**src/rtl/sram_arbiter.sv**
```systemverilog
// Two-requester (SNES / AVR) arbiter for a single asynchronous SRAM.
// Each access runs SETUP -> STROBE x ACCESS_CYCLES -> HOLD; SNES has priority, bounded by a streak limit.
module sram_arbiter #(
    parameter int ADDR_W          = 21,
    parameter int ACCESS_CYCLES   = 2,
    parameter int MAX_SNES_STREAK = 4
) (
    input  logic              clk,
    input  logic              reset,
    input  logic              snes_req,
    input  logic              snes_we,
    input  logic [ADDR_W-1:0] snes_addr,
    input  logic [7:0]        snes_wdata,
    output logic              snes_ack,
    output logic [7:0]        snes_rdata,
    input  logic              avr_req,
    input  logic              avr_we,
    input  logic [ADDR_W-1:0] avr_addr,
    input  logic [7:0]        avr_wdata,
    output logic              avr_ack,
    output logic [7:0]        avr_rdata,
    output logic [ADDR_W-1:0] sram_addr,
    output logic [7:0]        sram_dout,
    output logic              sram_dout_en,
    input  logic [7:0]        sram_din,
    output logic              sram_ce_n,
    output logic              sram_oe_n,
    output logic              sram_we_n,
    output logic              busy,
    output logic              grant_snes
);

    localparam logic [3:0] AC = 4'(ACCESS_CYCLES);
    localparam logic [3:0] MS = 4'(MAX_SNES_STREAK);

    typedef enum logic [1:0] {IDLE, SETUP, STROBE, HOLD} state_t;

    typedef struct packed {
        logic              we;
        logic [ADDR_W-1:0] addr;
        logic [7:0]        wdata;
    } req_t;

    state_t     state, state_nxt;
    logic [3:0] cnt;
    logic [3:0] streak;
    req_t       cur;
    logic       gs_q;
    logic       pick_snes;
    logic       take;

    // SNES wins ties unless it has already starved a waiting AVR for MS grants
    assign pick_snes = snes_req & ~(avr_req & (streak == MS));
    assign take      = snes_req | avr_req;

    always_ff @(posedge clk or posedge reset) begin
        if (reset) state <= IDLE;
        else       state <= state_nxt;
    end

    always_comb begin
        state_nxt = state;
        case (state)
            IDLE:    if (take) state_nxt = SETUP;
            SETUP:   state_nxt = STROBE;
            STROBE:  if (cnt == 4'd1) state_nxt = HOLD;
            HOLD:    state_nxt = IDLE;
            default: state_nxt = IDLE;
        endcase
    end

    always_ff @(posedge clk or posedge reset) begin
        if (reset)                 cnt <= '0;
        else if (state == SETUP)   cnt <= AC;
        else if (state == STROBE)  cnt <= cnt - 4'd1;
    end

    // Grant decision and request latch; inputs are ignored until back in IDLE
    always_ff @(posedge clk or posedge reset) begin
        if (reset) begin
            cur    <= '0;
            gs_q   <= 1'b0;
            streak <= '0;
        end else if (state == IDLE && take) begin
            gs_q <= pick_snes;
            if (pick_snes) begin
                cur <= '{we: snes_we, addr: snes_addr, wdata: snes_wdata};
                if (!avr_req)        streak <= '0;
                else if (streak != MS) streak <= streak + 4'd1;
            end else begin
                cur    <= '{we: avr_we, addr: avr_addr, wdata: avr_wdata};
                streak <= '0;
            end
        end
    end

    always_ff @(posedge clk or posedge reset) begin
        if (reset) begin
            snes_rdata <= '0;
            avr_rdata  <= '0;
        end else if (state == STROBE && cnt == 4'd1 && !cur.we) begin
            if (gs_q) snes_rdata <= sram_din;
            else      avr_rdata  <= sram_din;
        end
    end

    always_comb begin
        sram_ce_n    = 1'b1;
        sram_oe_n    = 1'b1;
        sram_we_n    = 1'b1;
        sram_dout_en = 1'b0;
        snes_ack     = 1'b0;
        avr_ack      = 1'b0;
        busy         = (state != IDLE);
        if (state != IDLE) begin
            sram_ce_n    = 1'b0;
            sram_dout_en = cur.we;
        end
        if (state == STROBE) begin
            sram_oe_n = cur.we;
            sram_we_n = ~cur.we;
        end
        if (state == HOLD) begin
            snes_ack = gs_q;
            avr_ack  = ~gs_q;
        end
    end

    assign sram_addr  = cur.addr;
    assign sram_dout  = cur.wdata;
    assign grant_snes = gs_q;

endmodule

```
**config.mk**
```make
export PLATFORM = sky130hd
export DESIGN_NAME = sram_arbiter
export DESIGN_NICKNAME = d
export VERILOG_FILES = /design/src/rtl/sram_arbiter.sv
export SDC_FILE = /design/constraint.sdc
export NUM_CORES = 1
export LEC_CHECK = 0
export BUFFER_PORTS_ARGS = -buffer_cell sky130_fd_sc_hd__buf_2
export CAP_MARGIN = 20
export CORE_MARGIN = 5
export CORE_UTILIZATION = 48
export CTS_CLUSTER_SIZE = 20
export DETAILED_ROUTE_END_ITERATION = 12
export PLACE_DENSITY = 0.88
export SLEW_MARGIN = 40
export SYNTH_ARGS = -nofsm -noshare
export SYNTH_HDL_FRONTEND = slang
export SYNTH_SLANG_ARGS = --single-unit
export TNS_END_PERCENT = 100
```
**constraint.sdc**
```tcl
create_clock -name clk -period 2.46 [get_ports clk]
set_input_delay 0 -clock clk [delete_from_list [all_inputs] [get_ports clk]]
set_output_delay 0 -clock clk [all_outputs]
set_load 0.02 [all_outputs]
```
==> results of run 1 <==
-- flip-flops by register name, summed over array words and instances (netlist names) --
name        cells
snes_rdata      8
cnt             4
cur             1
grant_snes      1
sram_addr      21
avr_rdata       8
sram_dout       8
state           2
streak          4
-- area by class of cell --
type,count,area [um^2],share of cell area
well taps,75,93.8,0.0213
multi-input cells,186,1250,0.282
clock inverters,7,103,0.0232
flip-flops and latches,57,1430,0.323
repair buffers,202,1380,0.313
clock buffers,9,124,0.0281
inverters,10,40.0,0.00907
-- layer usage --
layer	GRT usage	part of all wire
met3	0.0571	0.081
met4	0.120	0.026
met5	0	0
met2	0.403	0.51
met1	0.255	0.38
-- cells in the final DEF, fill, tap and decap left out, types with 7 or more instances in the layout --
| master | count |
|---|---|
| buf_2 | 124 |
| buf_4 | 8 |
| clkbuf_8 | 9 |
| dfrtp_1 | 57 |
| dlygate4sd3_1 | 69 |
| ha_1 | 7 |
| inv_1 | 9 |
| mux2_2 | 10 |
| mux2_4 | 8 |
| nand2_1 | 64 |
| nand4_1 | 30 |
| o211ai_1 | 30 |
-- power groups by stage --
| stage | Sequential (W) | Clock, W | Combinational, W |
|---|---|---|---|
| 2_1_floorplan | 0.00174 | 0 | 0.00180 |
| 3_3_place_gp | 0.00164 | 0 | 0.00228 |
| 3_5_place_dp | 0.00165 | 0 | 0.00238 |
| 4_1_cts | 0.00164 | 0.00100 | 0.00287 |
| 5_1_grt | 0.00170 | 0.00106 | 0.00318 |
| 6_report | 0.00165 | 0.000981 | 0.00293 |
-- critical path: cells and delay by family (launching register included) --
kind / cells / cell delay (ns)
DFF: 1 / 0.42
AOI/OAI and AO/OA: 2 / 0.36
buffers and inverters: 4 / 1.07
adders and majority gates: 1 / 0.24
and+or+nand+nor: 1 / 0.10
-- worst max-delay path by stage --
stage	from	to	cells past startpoint
4_1_cts	state[0]	sram_addr[8]	7
6_report	state[0]	sram_dout[1]	8
5_1_grt	state[0]	sram_dout[2]	8
2_1_floorplan	cnt[1]	snes_rdata[0]	6
3_5_place_dp	cnt[1]	snes_rdata[2]	5
3_3_place_gp	streak[0]	sram_addr[14]	5
-- through the flow --
step	utilization	hold WS [ns]	setup WS [ns]	total power, W
floorplan	-	0.149	0.606	0.00354
global placement	0.581	0.225	0.434	0.00392
detailed placement	0.582	0.0765	0.405	0.00403
CTS	0.735	0.207	0.197	0.00552
global route	0.737	0.290	0.0435	0.00593
finish	0.737	0.234	0.206	0.00556
-- repair_timing --
action | CTS | global route
endpoints found under the setup margin | 0 | 1
gates resized for setup | 0 | 2
hold buffers | 69 | 0
hold endpoints to repair | 84 | 0
-- kinds of logic after synthesis --
kind of cell / after synthesis
and+or+nand+nor: 114
DFF: 57
adders and majority gates: 8
buffers and inverters: 61
muxes: 18
AOI/OAI and AO/OA: 46
==> flow_summary.ini, run 1 <==
[timing]
fin_skew_ns = 0.00772
relSlewSlack = 0.529
finalSetupViolations = 0
hold_viol = 0
tns_ns = 0
tightest_slew_ns = 0.707
drv_slew = 0
min_period_ns = 2.25
max_freq_mhz = 444
rsz0062_at_grt = false
fin_crit_sh = 0.916

[die]
core_um2 = 5990
fp-row-count = 28
die_height_um = 89.1
io_pins = 125
die_x_um = 89.1
start_util = 0.501
die-area_um2 = 7940

[routing]
avgViaCountPerCell = 5.34
drt_iter0_drc = 129
ant_nets = 0
drt_pass1_iterations = 5
post_drt_wl_per_cell_um = 16.3
drt_wl_total_um = 8890
drcViolationCount = 0
num_vias = 2918

[placed_design]
port-buffer-count = 124
globalplace.congestion = 0.736
hpwlAfterDp_um = 5390
placed_cells = 461
place_area_um2 = 3480

[layout]
final_layout_size_suffix_gt1_frac = 0.372
nNetsFinal = 546
design_area_um2 = 4420
fill_cells = 429
layoutNonFillerInstCount = 546
antenna_cells = 0
syn_to_final_growth_pct = 47.0

[yosys]
ys_top_cells_by_area = dfrtp_1 (48%), nand2_1 (8.0%), o211ai_1 (7.5%)
synth_seq_cells = 57
synth-compound-area-share = 0.113
synth_xor_area_frac = 0
yosysSeqAreaShare = 0.475
synth-simple-area-share = 0.186
yosysWarnings = 0
synthesis.area_um2 = 3000
synth_top_area_share = 0.475
synth_edf_count = 0
async_reset_ff_frac = 1.00
avgSynthCellArea_um2 = 9.88
synth.most_common_cell = nand2_1
synth_fp_nets = 384
muxShareOfSynthArea = 0.0775
syn_inst = 304
synthFlopType = dfrtp_1
synth_top_family_by_area = simple AND/OR/NAND/NOR gates
ys_types = 37
synth_commonest_cells = nand2_1 (64), dfrtp_1 (57), nand4_1 (30), o211ai_1 (30), buf_4 (29)
yosysTopAreaCell = dfrtp_1
synth_fa_ha_area_frac = 0.0333

[critical_path]
required_ns = 2.74
cp_max_fo = 15
critPathMaxStageDelay_ns = 0.57
critPathArrivalTime_ns = 2.53
reg2reg_from = state[0]
regToRegSetupSlack_ns = 0.21
rr_endpoint = sram_dout[1]
worstSetupPathType = flip-flop to flip-flop
cp-end-kind = flip-flop
crit_path_cell_trace = inv_1 > ha_2 > buf_6 > o21a_1 > buf_4 > nand2_1 > o211ai_1 > dlygate4sd3_1
rr_worst_depth = 8
cp_slowest_cell = dlygate4sd3_1
worstSetupStartpointType = flip-flop

[power]
leakage_nw = 2.16
power_frac_clock = 0.177
pwr_density_cell_nw_per_um2 = 1260
sw_frac_of_total = 0.403
max-vdd-ir-drop_uv = 741
power_frac_seq = 0.296
power_frac_comb = 0.527
p_int_w = 0.00332
p_sw_w = 0.00224

[clocking]
root_buffer = clkbuf_8
cts_sinks = 57
path_clk_slew_ns = 0.07
htree_levels = 3
cts_setup_buffers = 0
cts_made_buffers = 9
clk_path_buf_depth = 2
clock_latency_ns = 0.34
cts_tree = done

[outcome]
status = finished clean

[global_route]
grt_max_degree = 41
grt_pass1_vias = 3036
grtUsageTotal = 0.229
grt-ovfl-total = 0
grt_pass1_wl_um = 13900
antenna_found_initial = 0

[job]
drv_cap = 0

[worst_hold_path]
min-delay-start = avr_req
holdCritPathClass = input pin to flip-flop
hold_depth = 4
whs_endpoint = state[0]
Power figures use the tool's default switching activity.
==> run 2: changes to the inputs <==
==> constraint.sdc (replaced) <==
create_clock -name clk -period 2.46 [get_ports clk]
set_input_delay 0.123 -clock clk [delete_from_list [all_inputs] [get_ports clk]]
set_output_delay 0.123 -clock clk [all_outputs]
set_load 0.02 [all_outputs]
==> flow_summary.ini, run 2 (synthesis results as in run 1) <==
[outcome]
status = finished clean

[critical_path]
critPathBufInv = 1
cp_max_fo = 8
required_ns = 2.67
worstSetupStartpointType = flip-flop
critPathTopFamily = simple AND/OR/NAND/NOR gates
cp_slowest_cell = or3_1
worstSetupPathType = flip-flop to flip-flop
critPathArrivalTime_ns = 2.28
crit_path_cell_trace = inv_1 > ha_1 > or3b_4 > or3_1 > mux2_4
cp-end-kind = flip-flop
critPathMaxStageDelay_ns = 0.57

[layout]
largest_reg_flops = 21
design_area_um2 = 3720
antenna_cells = 0
nNetsFinal = 477
fill_cells = 504
layoutNonFillerInstCount = 477
layout_common_cells = buf_2 (124), nand2_1 (64), dfrtp_1 (57)
layout_commonest_cell = buf_2
final_layout_size_suffix_gt1_frac = 0.430
syn_to_final_growth_pct = 23.8

[worst_hold_path]
holdCritPathClass = input pin to flip-flop

[routing]
drt_pass1_iterations = 4
drcViolationCount = 0
num_vias = 2552
post_drt_wl_per_cell_um = 15.4
dr_wl_met2_um = 3740
avgViaCountPerCell = 5.35
wl_met3_um = 572
ant_nets = 0
topRoutingLayerUsed = met4
drt_wl_total_um = 7340
drt_iter0_drc = 106
drt-met1-wl_um = 2930

[global_route]
grtUsageTotal = 0.190
grt-ovfl-total = 0
grt_pass1_vias = 2549
grt_max_degree = 37
grt_pass1_wl_um = 11600
antenna_found_initial = 0

[die]
start_util = 0.501
die_height_um = 89.1
die-area_um2 = 7940
die_x_um = 89.1
io_pins = 125
core_um2 = 5990
fp-row-count = 28

[placed_design]
hpwlAfterDp_um = 5320
globalplace.congestion = 0.735
placed_cells = 460
pre_cts_slack_ns = 0.391
place_area_um2 = 3470
port-buffer-count = 124

[job]
drv_cap = 0

[timing]
drv_slew = 0
relSlewSlack = 0.537
tightest_slew_ns = 0.695
fin_skew_ns = 0.0109
min_period_ns = 2.08
fin_ws_ns = 0.385
tns_ns = 0
fin_crit_sh = 0.844
max_freq_mhz = 482
hold_viol = 0
finalSetupViolations = 0
rsz0062_at_grt = false

[clocking]
clock_latency_ns = 0.33
htree_levels = 3
cts_made_buffers = 9
cts_tree = done
path_clk_slew_ns = 0.08
ctsResizeCount = 0
root_buffer = clkbuf_8
cts_sinks = 57
clk_path_buf_depth = 2

[power]
power_w = 0.00495
leakage_nw = 1.85
pwr_density_cell_nw_per_um2 = 1330
max-vdd-ir-drop_uv = 728
-- run 2: timing repair --
action | CTS | global route
endpoints found under the setup margin | 0 | 0
hold buffers | 1 | 0
hold endpoints to repair | 21 | 0
setup buffers | 0 | 0
-- run 2: final timing paths --
path	from	to	slack [ns]	cells after the start
max	cnt[1]	snes_rdata[5]	0.38	5
max reg2reg	cnt[1]	snes_rdata[5]	0.38	5
min	sram_din[2]	avr_rdata[2]	0.03	2
min in group asynchronous	reset	sram_dout[0]	0.35	3
max in group asynchronous	reset	streak[0]	1.29	4
min reg2reg	sram_addr[0]	sram_addr[0]	0.49	2
-- run 2: per-layer routing --
metal  global-route usage  up-vias
met4               0.0825        0
li1                     -     1236
met2                0.328      104
met3               0.0406        8
met1                0.226     1204
met5                    0        -
-- run 2: worst reg2reg max path, stage by stage, from the launching register on --
cell	delay (ns)
dfrtp_1	0.39
inv_1	0.08
ha_1	0.15
or3b_4	0.39
or3_1	0.57
mux2_4	0.37
-- run 2: final cells by class --
| class | instances | area [um^2] | share of cell area |
|---|---|---|---|
| inverter | 10 | 37.5 | 0.0101 |
| clock inverter | 7 | 103 | 0.0276 |
| timing repair buffer | 133 | 691 | 0.186 |
| sequential | 57 | 1430 | 0.384 |
| tap | 75 | 93.8 | 0.0252 |
| clock buffer | 9 | 124 | 0.0333 |
| multi-input combinational | 186 | 1240 | 0.334 |
-- run 2: power breakdown --
part / switching (W) / leakage (nW) / internal [W] / total, W
sequential: 0.000263 / 0.705 / 0.00137 / 0.00164
clock: 0.000402 / 0.110 / 0.000578 / 0.000980
combinational: 0.00141 / 1.04 / 0.000923 / 0.00234
total: 0.00208 / 1.85 / 0.00287 / 0.00495
-- run 2: through the flow --
step / utilization / hold slack (ns)
floorplan: - / 0.272
global placement: 0.580 / 0.162
detailed placement: 0.580 / 0.169
CTS: 0.619 / 0.0179
global route: 0.621 / 0.0130
finish: 0.621 / 0.0345
